`src/rtl/grf_sb_if.sv`:
```
// ---------------------------------------------------------------------------
// grf_sb_if -- bundle of read, writeback, issue and status signals for the
// scoreboarded general register file.
//
// Signals:
//   rd_addr   [NUM_RD*ADDR_W]  packed read addresses, port k at [k*ADDR_W +: ADDR_W]
//   rd_data   [NUM_RD*DATA_W]  packed read data, same packing
//   rd_busy   [NUM_RD]         operand k still has an outstanding producer
//   wr_en/wr_addr/wr_data      writeback port
//   wr_pc     [32]             PC of the writing instruction (trace only)
//   iss_en/iss_addr            issue request for a destination register
//   iss_ready                  issue accepted this cycle
//   wb_orphan                  sticky flag: writeback to a register with count 0
//
// Modports: master = pipeline side (drives requests), slave = register file.
// ---------------------------------------------------------------------------
interface grf_sb_if #(
  parameter int DATA_W = 32,
  parameter int ADDR_W = 5,
  parameter int NUM_RD = 2
);
  logic [NUM_RD*ADDR_W-1:0] rd_addr;
  logic [NUM_RD*DATA_W-1:0] rd_data;
  logic [NUM_RD-1:0]        rd_busy;
  logic                     wr_en;
  logic [ADDR_W-1:0]        wr_addr;
  logic [DATA_W-1:0]        wr_data;
  logic [31:0]              wr_pc;
  logic                     iss_en;
  logic [ADDR_W-1:0]        iss_addr;
  logic                     iss_ready;
  logic                     wb_orphan;

  modport master (
    output rd_addr, wr_en, wr_addr, wr_data, wr_pc, iss_en, iss_addr,
    input  rd_data, rd_busy, iss_ready, wb_orphan
  );

  modport slave (
    input  rd_addr, wr_en, wr_addr, wr_data, wr_pc, iss_en, iss_addr,
    output rd_data, rd_busy, iss_ready, wb_orphan
  );
endinterface

```
`src/rtl/grf_sb.sv`:
```
// ---------------------------------------------------------------------------
// grf_sb -- general register file for the pipelined CPU with NUM_RD
// combinational read ports, write-to-read forwarding and a per-register
// outstanding-producer scoreboard used by the hazard unit.
//
// Ports:
//   clk    rising-edge clock
//   reset  asynchronous active-low reset (0 = reset); clears registers,
//          scoreboard counts and the orphan flag
//   bus    grf_sb_if.slave: read ports, writeback port, issue port, status
//
// Register 0 reads as zero, is never busy, ignores writes and accepts issues
// without counting them.
//
// Optional: define GRF_SB_TRACE_EN to print one line per accepted write
// ("@pc: $reg <= data"). Without it wr_pc is unused.
// ---------------------------------------------------------------------------
module grf_sb #(
  parameter int DATA_W = 32,
  parameter int ADDR_W = 5,
  parameter int NUM_RD = 2,
  parameter int CNT_W  = 2
) (
  input  logic    clk,
  input  logic    reset,
  grf_sb_if.slave bus
);

  localparam int DEPTH = 1 << ADDR_W;
  localparam logic [CNT_W-1:0] CNT_MAX = '1;

  logic [DATA_W-1:0] regs_q [DEPTH];
  logic [CNT_W-1:0]  cnt_q  [DEPTH];
  logic [CNT_W-1:0]  cnt_d  [DEPTH];
  logic              wb_orphan_q;
  logic              wb_orphan_d;

  logic [DEPTH-1:0]  wb_hit;
  logic [DEPTH-1:0]  iss_hit;
  logic              iss_ready;
  logic              wr_nz;

  assign wr_nz = bus.wr_en && (bus.wr_addr != '0);

  // A full counter refuses the issue, which is what keeps counts from wrapping.
  assign iss_ready     = (bus.iss_addr == '0) || (cnt_q[bus.iss_addr] != CNT_MAX);
  assign bus.iss_ready = iss_ready;

  // Per-register hit terms; register 0 never counts.
  generate
    for (genvar gi = 0; gi < DEPTH; gi++) begin : g_hit
      if (gi == 0) begin : g_zero
        assign wb_hit[gi]  = 1'b0;
        assign iss_hit[gi] = 1'b0;
      end else begin : g_nz
        assign wb_hit[gi]  = bus.wr_en && (bus.wr_addr == ADDR_W'(gi)) &&
                             (cnt_q[gi] != '0);
        assign iss_hit[gi] = bus.iss_en && iss_ready &&
                             (bus.iss_addr == ADDR_W'(gi));
      end
    end
  endgenerate

  // Issue and writeback in the same cycle cancel out.
  always_comb begin
    for (int i = 0; i < DEPTH; i++) begin
      cnt_d[i] = cnt_q[i];
      if (iss_hit[i] && !wb_hit[i]) begin
        cnt_d[i] = cnt_q[i] + CNT_W'(1);
      end else if (wb_hit[i] && !iss_hit[i]) begin
        cnt_d[i] = cnt_q[i] - CNT_W'(1);
      end
    end
  end

  // A non-zero writeback landing on a zero count has no matching producer.
  assign wb_orphan_d   = wb_orphan_q | (wr_nz && (cnt_q[bus.wr_addr] == '0));
  assign bus.wb_orphan = wb_orphan_q;

  always_ff @(posedge clk or negedge reset) begin
    if (!reset) begin
      for (int i = 0; i < DEPTH; i++) begin
        regs_q[i] <= '0;
        cnt_q[i]  <= '0;
      end
      wb_orphan_q <= 1'b0;
    end else begin
      if (wr_nz) begin
        regs_q[bus.wr_addr] <= bus.wr_data;
      end
      for (int i = 0; i < DEPTH; i++) begin
        cnt_q[i] <= cnt_d[i];
      end
      wb_orphan_q <= wb_orphan_d;
    end
  end

  // Read ports. Busy reflects the count after this cycle's writeback but
  // before this cycle's issue, so a same-cycle issue never stalls its reader.
  generate
    for (genvar gi = 0; gi < NUM_RD; gi++) begin : g_rd
      logic [ADDR_W-1:0] ra;
      logic              fwd;
      assign ra  = bus.rd_addr[gi*ADDR_W +: ADDR_W];
      assign fwd = wr_nz && (bus.wr_addr == ra);
      assign bus.rd_data[gi*DATA_W +: DATA_W] =
          fwd          ? bus.wr_data :
          (ra == '0)   ? '0          : regs_q[ra];
      assign bus.rd_busy[gi] =
          (ra != '0) && ((cnt_q[ra] - CNT_W'(wb_hit[ra])) != '0);
    end
  endgenerate

`ifdef GRF_SB_TRACE_EN
  always_ff @(posedge clk) begin
    if (reset && wr_nz) begin
      $display("@%h: $%d <= %h", bus.wr_pc, bus.wr_addr, bus.wr_data);
    end
  end
`else
  logic [31:0] unused_wr_pc;
  assign unused_wr_pc = bus.wr_pc;
`endif

endmodule
```
`src/flat_wrapper.sv`:
```
// flat-port wrapper written by rule: the top's interface ports become plain ports
module grf_sb_flat 
#(
  parameter int DATA_W = 32,
  parameter int ADDR_W = 5,
  parameter int NUM_RD = 2,
  parameter int CNT_W  = 2
)
  (clk, reset, bus_rd_addr, bus_wr_en, bus_wr_addr, bus_wr_data, bus_wr_pc, bus_iss_en, bus_iss_addr, bus_rd_data, bus_rd_busy, bus_iss_ready, bus_wb_orphan);
  grf_sb_if #(.DATA_W(DATA_W), .ADDR_W(ADDR_W), .NUM_RD(NUM_RD)) bus_i ();
  input  logic clk;
  input  logic reset;
  input wire logic [$bits(bus_i.rd_addr)-1:0] bus_rd_addr;
  input wire logic [$bits(bus_i.wr_en)-1:0] bus_wr_en;
  input wire logic [$bits(bus_i.wr_addr)-1:0] bus_wr_addr;
  input wire logic [$bits(bus_i.wr_data)-1:0] bus_wr_data;
  input wire logic [$bits(bus_i.wr_pc)-1:0] bus_wr_pc;
  input wire logic [$bits(bus_i.iss_en)-1:0] bus_iss_en;
  input wire logic [$bits(bus_i.iss_addr)-1:0] bus_iss_addr;
  output wire logic [$bits(bus_i.rd_data)-1:0] bus_rd_data;
  output wire logic [$bits(bus_i.rd_busy)-1:0] bus_rd_busy;
  output wire logic [$bits(bus_i.iss_ready)-1:0] bus_iss_ready;
  output wire logic [$bits(bus_i.wb_orphan)-1:0] bus_wb_orphan;
  assign bus_i.rd_addr = bus_rd_addr;
  assign bus_i.wr_en = bus_wr_en;
  assign bus_i.wr_addr = bus_wr_addr;
  assign bus_i.wr_data = bus_wr_data;
  assign bus_i.wr_pc = bus_wr_pc;
  assign bus_i.iss_en = bus_iss_en;
  assign bus_i.iss_addr = bus_iss_addr;
  assign bus_rd_data = bus_i.rd_data;
  assign bus_rd_busy = bus_i.rd_busy;
  assign bus_iss_ready = bus_i.iss_ready;
  assign bus_wb_orphan = bus_i.wb_orphan;
  grf_sb #(.DATA_W(DATA_W), .ADDR_W(ADDR_W), .NUM_RD(NUM_RD), .CNT_W(CNT_W)) u_core (.clk(clk), .reset(reset), .bus(bus_i));
endmodule
```
`config.mk`:
```
export PLATFORM = sky130hd
export DESIGN_NAME = grf_sb_flat
export DESIGN_NICKNAME = d
export VERILOG_FILES = /design/src/rtl/grf_sb_if.sv /design/src/rtl/grf_sb.sv /design/src/flat_wrapper.sv
export SDC_FILE = /design/constraint.sdc
export NUM_CORES = 2
export LEC_CHECK = 0
export ABC_AREA = 0
export CAP_MARGIN = 5
export CORE_MARGIN = 2
export CORE_UTILIZATION = 45
export CTS_CLUSTER_SIZE = 40
export DETAILED_ROUTE_END_ITERATION = 8
export GPL_ROUTABILITY_DRIVEN = 1
export SYNTH_ARGS = -nofsm -noshare
export SYNTH_HDL_FRONTEND = slang
export SYNTH_SLANG_ARGS = --single-unit
export TNS_END_PERCENT = 5
```
`constraint.sdc`:
```
create_clock -name clk -period 5.42 [get_ports clk]
set_clock_uncertainty 0.05 [all_clocks]
set_input_delay 1.626 -clock clk [delete_from_list [all_inputs] [get_ports clk]]
set_output_delay 1.626 -clock clk [all_outputs]
set_load 0.005 [all_outputs]
```
==> flow_metrics.py <==
metrics = {
    "worst_setup_path": {
        "worst_ep_arrival_time_ps": 3980,
        "crit_required_ps": 3740,
        "critPathMaxFanout": 24,
        "critPathKind": "in2out",
        "worstPathCellList": "buf_16 > buf_16 > buf_4 > mux4_2 > mux4_2 > mux2i_1 > o21ai_0 > clkdlybuf4s50_1",
        "setup.worst_path.end_class": "primary output",
        "critical-path-max-stage-delay_ps": 490,
        "timing.critical_path.buf_inv": 4,
        "crit_family": "multiplexers",
        "worst_path_max_delay_cell": "sky130_fd_sc_hd__mux4_2",
        "timing.critical_path.from_type": "input pin",
    },
    "routing": {
        "viasPerCell": 6.34,
        "drt-pass1-iter-count": 5,
        "detailroute.wirelength.met2_mm": 91.5,
        "wl_per_cell_microns": 31.2,
        "finalWirelength_mm": 190,
        "top_metal_used": "met5",
        "route.met3.wl_mm": 11.6,
        "detailedRoute.firstIterationViolations": 3380,
        "drt_drc_violations_left": 0,
        "routed-via-count": 38620,
        "m1WireLength_mm": 81.2,
        "final_antenna_net_count": 0,
    },
    "yosys": {
        "yosysSeqAreaShare_pct": 45.1,
        "synthesis.yosys.warnings": 0,
        "post_synth_num_cell_types": 68,
        "simple_logic_cell_fraction_of_the_synthesized_area_pct": 2.74,
        "yosys.area_share.xor_xnor_pct": 1.49,
        "netlist_area_sq_um": 60400,
        "synth_adder_area_share_pct": 0.643,
        "synth.ff_latch_count": 1087,
        "synth_top_family_by_area": "multiplexers",
        "multiplexer_area_fraction_after_synthesis_pct": 45.1,
        "synth-edff-count": 0,
        "synth_compound_area_share_pct": 1.78,
        "postSynthCellCount": 3970,
        "mappedNetlistNets": 4089,
        "post_synth.cell_area_avg_sq_um": 15.2,
        "synth_async_sr_flop_share_pct": 100,
        "ys_dominant_reg_cell": "sky130_fd_sc_hd__dfrtp_1",
    },
    "grt": {
        "grt_max_degree": 113,
        "grt_util_all_layers_pct": 28.0,
        "globalRouteOverflowTotal": 0,
        "number_of_antenna_violations_at_the_first_check_in_global_routing": 3,
        "grt_pass1_vias": 39708,
        "grt_pass1_wl_mm": 280,
    },
    "clocking": {
        "cts-root-to-sink-buffers": 3,
        "cts.reportedPaths.clkPinSlew_ps": 60,
        "htreeDepth": 3,
        "hold_bufs_inserted_after_cts": 0,
        "clock_latency_ps": 750,
        "cts_made_buffers": 118,
        "tritoncts": "built",
        "clk_root_buffer_cell": "sky130_fd_sc_hd__clkbuf_16",
        "clkSinkCount": 1087,
    },
    "layout": {
        "areaGrowthSynthToFinish_pct": 19.3,
        "nNetsFinal": 4347,
        "non_filler_cells_in_the_finished_layout": 6095,
        "fillCellCount": 10893,
        "post_route_cells_drive_above_1_share_pct": 56.6,
    },
    "floorplanning": {
        "fp.coreArea_sq_um": 133000,
        "boundary_pins": 156,
        "die-area_sq_um": 137000,
        "floorplan_row_count": 134,
        "die_w_microns": 370,
        "starting_density_of_the_core_pct": 45.3,
        "die_height_microns": 370,
    },
    "pwr": {
        "worst_ir_drop_vdd_uv": 238,
        "cellPowerDensity_nw_per_um2": 359,
        "leak_pwr_nw": 30.6,
    },
    "status": {
        "failed_checks": "negative setup slack",
        "run_status": "finished, violations left",
    },
    "timing": {
        "setup_violations": 29,
        "final_max_slew_viol_count": 0,
        "grt_setup_unrepaired": "true",
        "finalWorstSetupSlack_ps": -235,
        "min_period_ps": 5660,
        "finalHoldViolCount": 0,
        "post-route-period-util_pct": 104,
        "timing.max_slew.rel_slack_pct": 23.0,
        "fmax_ghz": 0.177,
        "tightest_slew_ps": 1150,
    },
    "placement": {
        "place.gp.congestion": 0.929,
        "portBuffers": 123,
        "place_hpwl_mm": 112,
        "post-place-ws_ps": -966,
        "post-place-cells": 5830,
    },
    "hold_path": {
        "worst_hold_path_type": "reg2reg",
    },
    "run": {
        "max-cap-violations": 0,
    },
}
-- cell usage after synthesis, types with 5 or more instances --
cell	count	area, sq um
sky130_fd_sc_hd__a211oi_1	9	67.6
sky130_fd_sc_hd__a21oi_1	15	75.1
sky130_fd_sc_hd__a22oi_1	6	45.0
sky130_fd_sc_hd__a31oi_1	5	31.3
sky130_fd_sc_hd__buf_1	94	353
sky130_fd_sc_hd__buf_2	101	505
sky130_fd_sc_hd__clkbuf_1	262	983
sky130_fd_sc_hd__dfrtp_1	1087	27200
sky130_fd_sc_hd__ha_1	31	388
sky130_fd_sc_hd__inv_1	11	41.3
sky130_fd_sc_hd__mux2_1	15	169
sky130_fd_sc_hd__mux2_2	980	11000
sky130_fd_sc_hd__mux2i_1	70	701
sky130_fd_sc_hd__mux4_2	680	15300
sky130_fd_sc_hd__nand2_1	101	379
sky130_fd_sc_hd__nand2b_1	7	43.8
sky130_fd_sc_hd__nand3_1	25	125
sky130_fd_sc_hd__nand4_1	5	31.3
sky130_fd_sc_hd__nor2_1	128	480
sky130_fd_sc_hd__nor2b_1	9	56.3
sky130_fd_sc_hd__nor3_1	14	70.1
sky130_fd_sc_hd__nor4_1	9	56.3
sky130_fd_sc_hd__o211ai_1	6	45.0
sky130_fd_sc_hd__o21ai_0	97	485
sky130_fd_sc_hd__o21ai_1	6	30.0
sky130_fd_sc_hd__o22ai_1	7	43.8
sky130_fd_sc_hd__or2_2	16	100
sky130_fd_sc_hd__or3_1	9	56.3
sky130_fd_sc_hd__xnor2_1	38	333
sky130_fd_sc_hd__xor2_1	65	569
-- routing by layer --
layer / track usage [%] / vias to the layer above
li1: - / 15831
met1: 39.7 / 21137
met2: 44.9 / 1348
met3: 4.58 / 301
met4: 7.89 / 3
met5: 0 / -
-- power breakdown --
| part | switching [mW] | internal (mW) | total [mW] |
|---|---|---|---|
| clock network | 3.46 | 4.72 | 8.18 |
| registers | 1.52 | 9.80 | 11.3 |
| logic | 2.38 | 3.99 | 6.37 |
-- through the flow --
stage | power, mW | hold slack (ps) | area [sq um] | util, % | TNS, ps
2_1_floorplan | 15.3 | 391 | 60400 | - | 0
3_3_place_gp | 17.4 | 326 | 66700 | 50.1 | -46910
3_5_place_dp | 17.6 | 332 | 66700 | 50.1 | -47840
4_1_cts | 26.0 | 347 | 71800 | 53.9 | -6160
5_1_grt | 27.0 | 356 | 72000 | 54.0 | -5510
6_report | 25.9 | 343 | 72000 | 54.0 | -3170
-- timing repair --
action,in CTS,in global routing
pin swaps,15,6
setup endpoints to repair,67,63
cloned,14,3
buffers inserted,25,6
resized for setup,247,82
-- final cells by class --
class / count / area, sq um / area share, %
well taps: 1768 / 2210 / 3.07
multi-input cells: 2409 / 31800 / 44.1
diodes: 3 / 7.51 / 0.0104
flip-flops and latches: 1087 / 27200 / 37.8
clock inverters: 34 / 437 / 0.606
repair buffers: 599 / 6850 / 9.52
clock buffers: 182 / 3460 / 4.81
inverters: 13 / 75.1 / 0.104
-- logic make-up after synthesis --
family	count (synthesis)
AOI/OAI and AO/OA	179
xor gates and xnor gates	103
adders and majority gates	31
buffers and inverters	474
DFF	1087
muxes	1745
and+or+nand+nor	351
-- cells in the final DEF, fill, tap and decap left out, types with 9 or more instances in the layout --
cell type                         synthesis  layout
sky130_fd_sc_hd__dfrtp_1               1087    1087
sky130_fd_sc_hd__mux2_2                 980     980
sky130_fd_sc_hd__mux4_2                 680     680
sky130_fd_sc_hd__buf_4                    4     306
sky130_fd_sc_hd__clkbuf_16                0     122
sky130_fd_sc_hd__nor2_1                 128     111
sky130_fd_sc_hd__buf_12                   0     103
sky130_fd_sc_hd__nand2_1                101     100
sky130_fd_sc_hd__o21ai_0                 97      67
sky130_fd_sc_hd__xor2_1                  65      65
sky130_fd_sc_hd__clkdlybuf4s50_1          0      50
sky130_fd_sc_hd__mux2i_1                 70      46
sky130_fd_sc_hd__xnor2_1                 38      38
sky130_fd_sc_hd__clkbuf_1               262      38
sky130_fd_sc_hd__buf_6                    0      33
sky130_fd_sc_hd__ha_1                    31      31
sky130_fd_sc_hd__buf_16                   0      31
sky130_fd_sc_hd__o21ai_1                  6      27
sky130_fd_sc_hd__nand3_1                 25      25
sky130_fd_sc_hd__clkbuf_8                 0      25
sky130_fd_sc_hd__nor2_4                   1      22
sky130_fd_sc_hd__dlygate4sd2_1            0      22
sky130_fd_sc_hd__clkbuf_2                 0      17
sky130_fd_sc_hd__mux2i_2                  0      15
sky130_fd_sc_hd__mux2_1                  15      15
sky130_fd_sc_hd__clkinv_2                 0      15
sky130_fd_sc_hd__a21oi_1                 15      14
sky130_fd_sc_hd__nor3_1                  14      13
sky130_fd_sc_hd__or2_4                    0      13
sky130_fd_sc_hd__inv_1                   11      11
sky130_fd_sc_hd__dlymetal6s2s_1           0      11
sky130_fd_sc_hd__nor2b_1                  9       9
sky130_fd_sc_hd__mux2i_4                  0       9
sky130_fd_sc_hd__a211oi_1                 9       9
sky130_fd_sc_hd__buf_8                    0       9
-- flip-flops by register name, indices dropped and copies added (netlist names) --
| signal | count |
|---|---|
| u_core.regs_q | 1024 |
| u_core.cnt_q | 62 |
| u_core.bus.wb_orphan | 1 |
-- final timing paths --
path	slack, ps	cells after the start	endpoint	start
setup / recovery	-240	8	bus_rd_data[53]	bus_rd_addr[5]
hold / removal	340	0	u_core.regs_q[1010]	u_core.regs_q[1010]
setup reg to reg	2420	10	u_core.cnt_q[47]	u_core.cnt_q[8]
hold reg to reg	340	0	u_core.regs_q[1010]	u_core.regs_q[1010]
max in group asynchronous	3280	2	u_core.regs_q[21]	reset
min in group asynchronous	850	1	u_core.cnt_q[24]	reset
-- worst register-to-register path, cell delays in order (launching register included) --
cell and delay, ps:
sky130_fd_sc_hd__dfrtp_1 490, sky130_fd_sc_hd__nand3_1 130, sky130_fd_sc_hd__o21ai_0 70, sky130_fd_sc_hd__mux4_2 470, sky130_fd_sc_hd__a211o_1 320, sky130_fd_sc_hd__buf_4 130, sky130_fd_sc_hd__or2_1 350, sky130_fd_sc_hd__nor2_1 280
sky130_fd_sc_hd__ha_1 310, sky130_fd_sc_hd__nor2_1 150, sky130_fd_sc_hd__xor2_1 180
(Power assumes the default switching activity.)
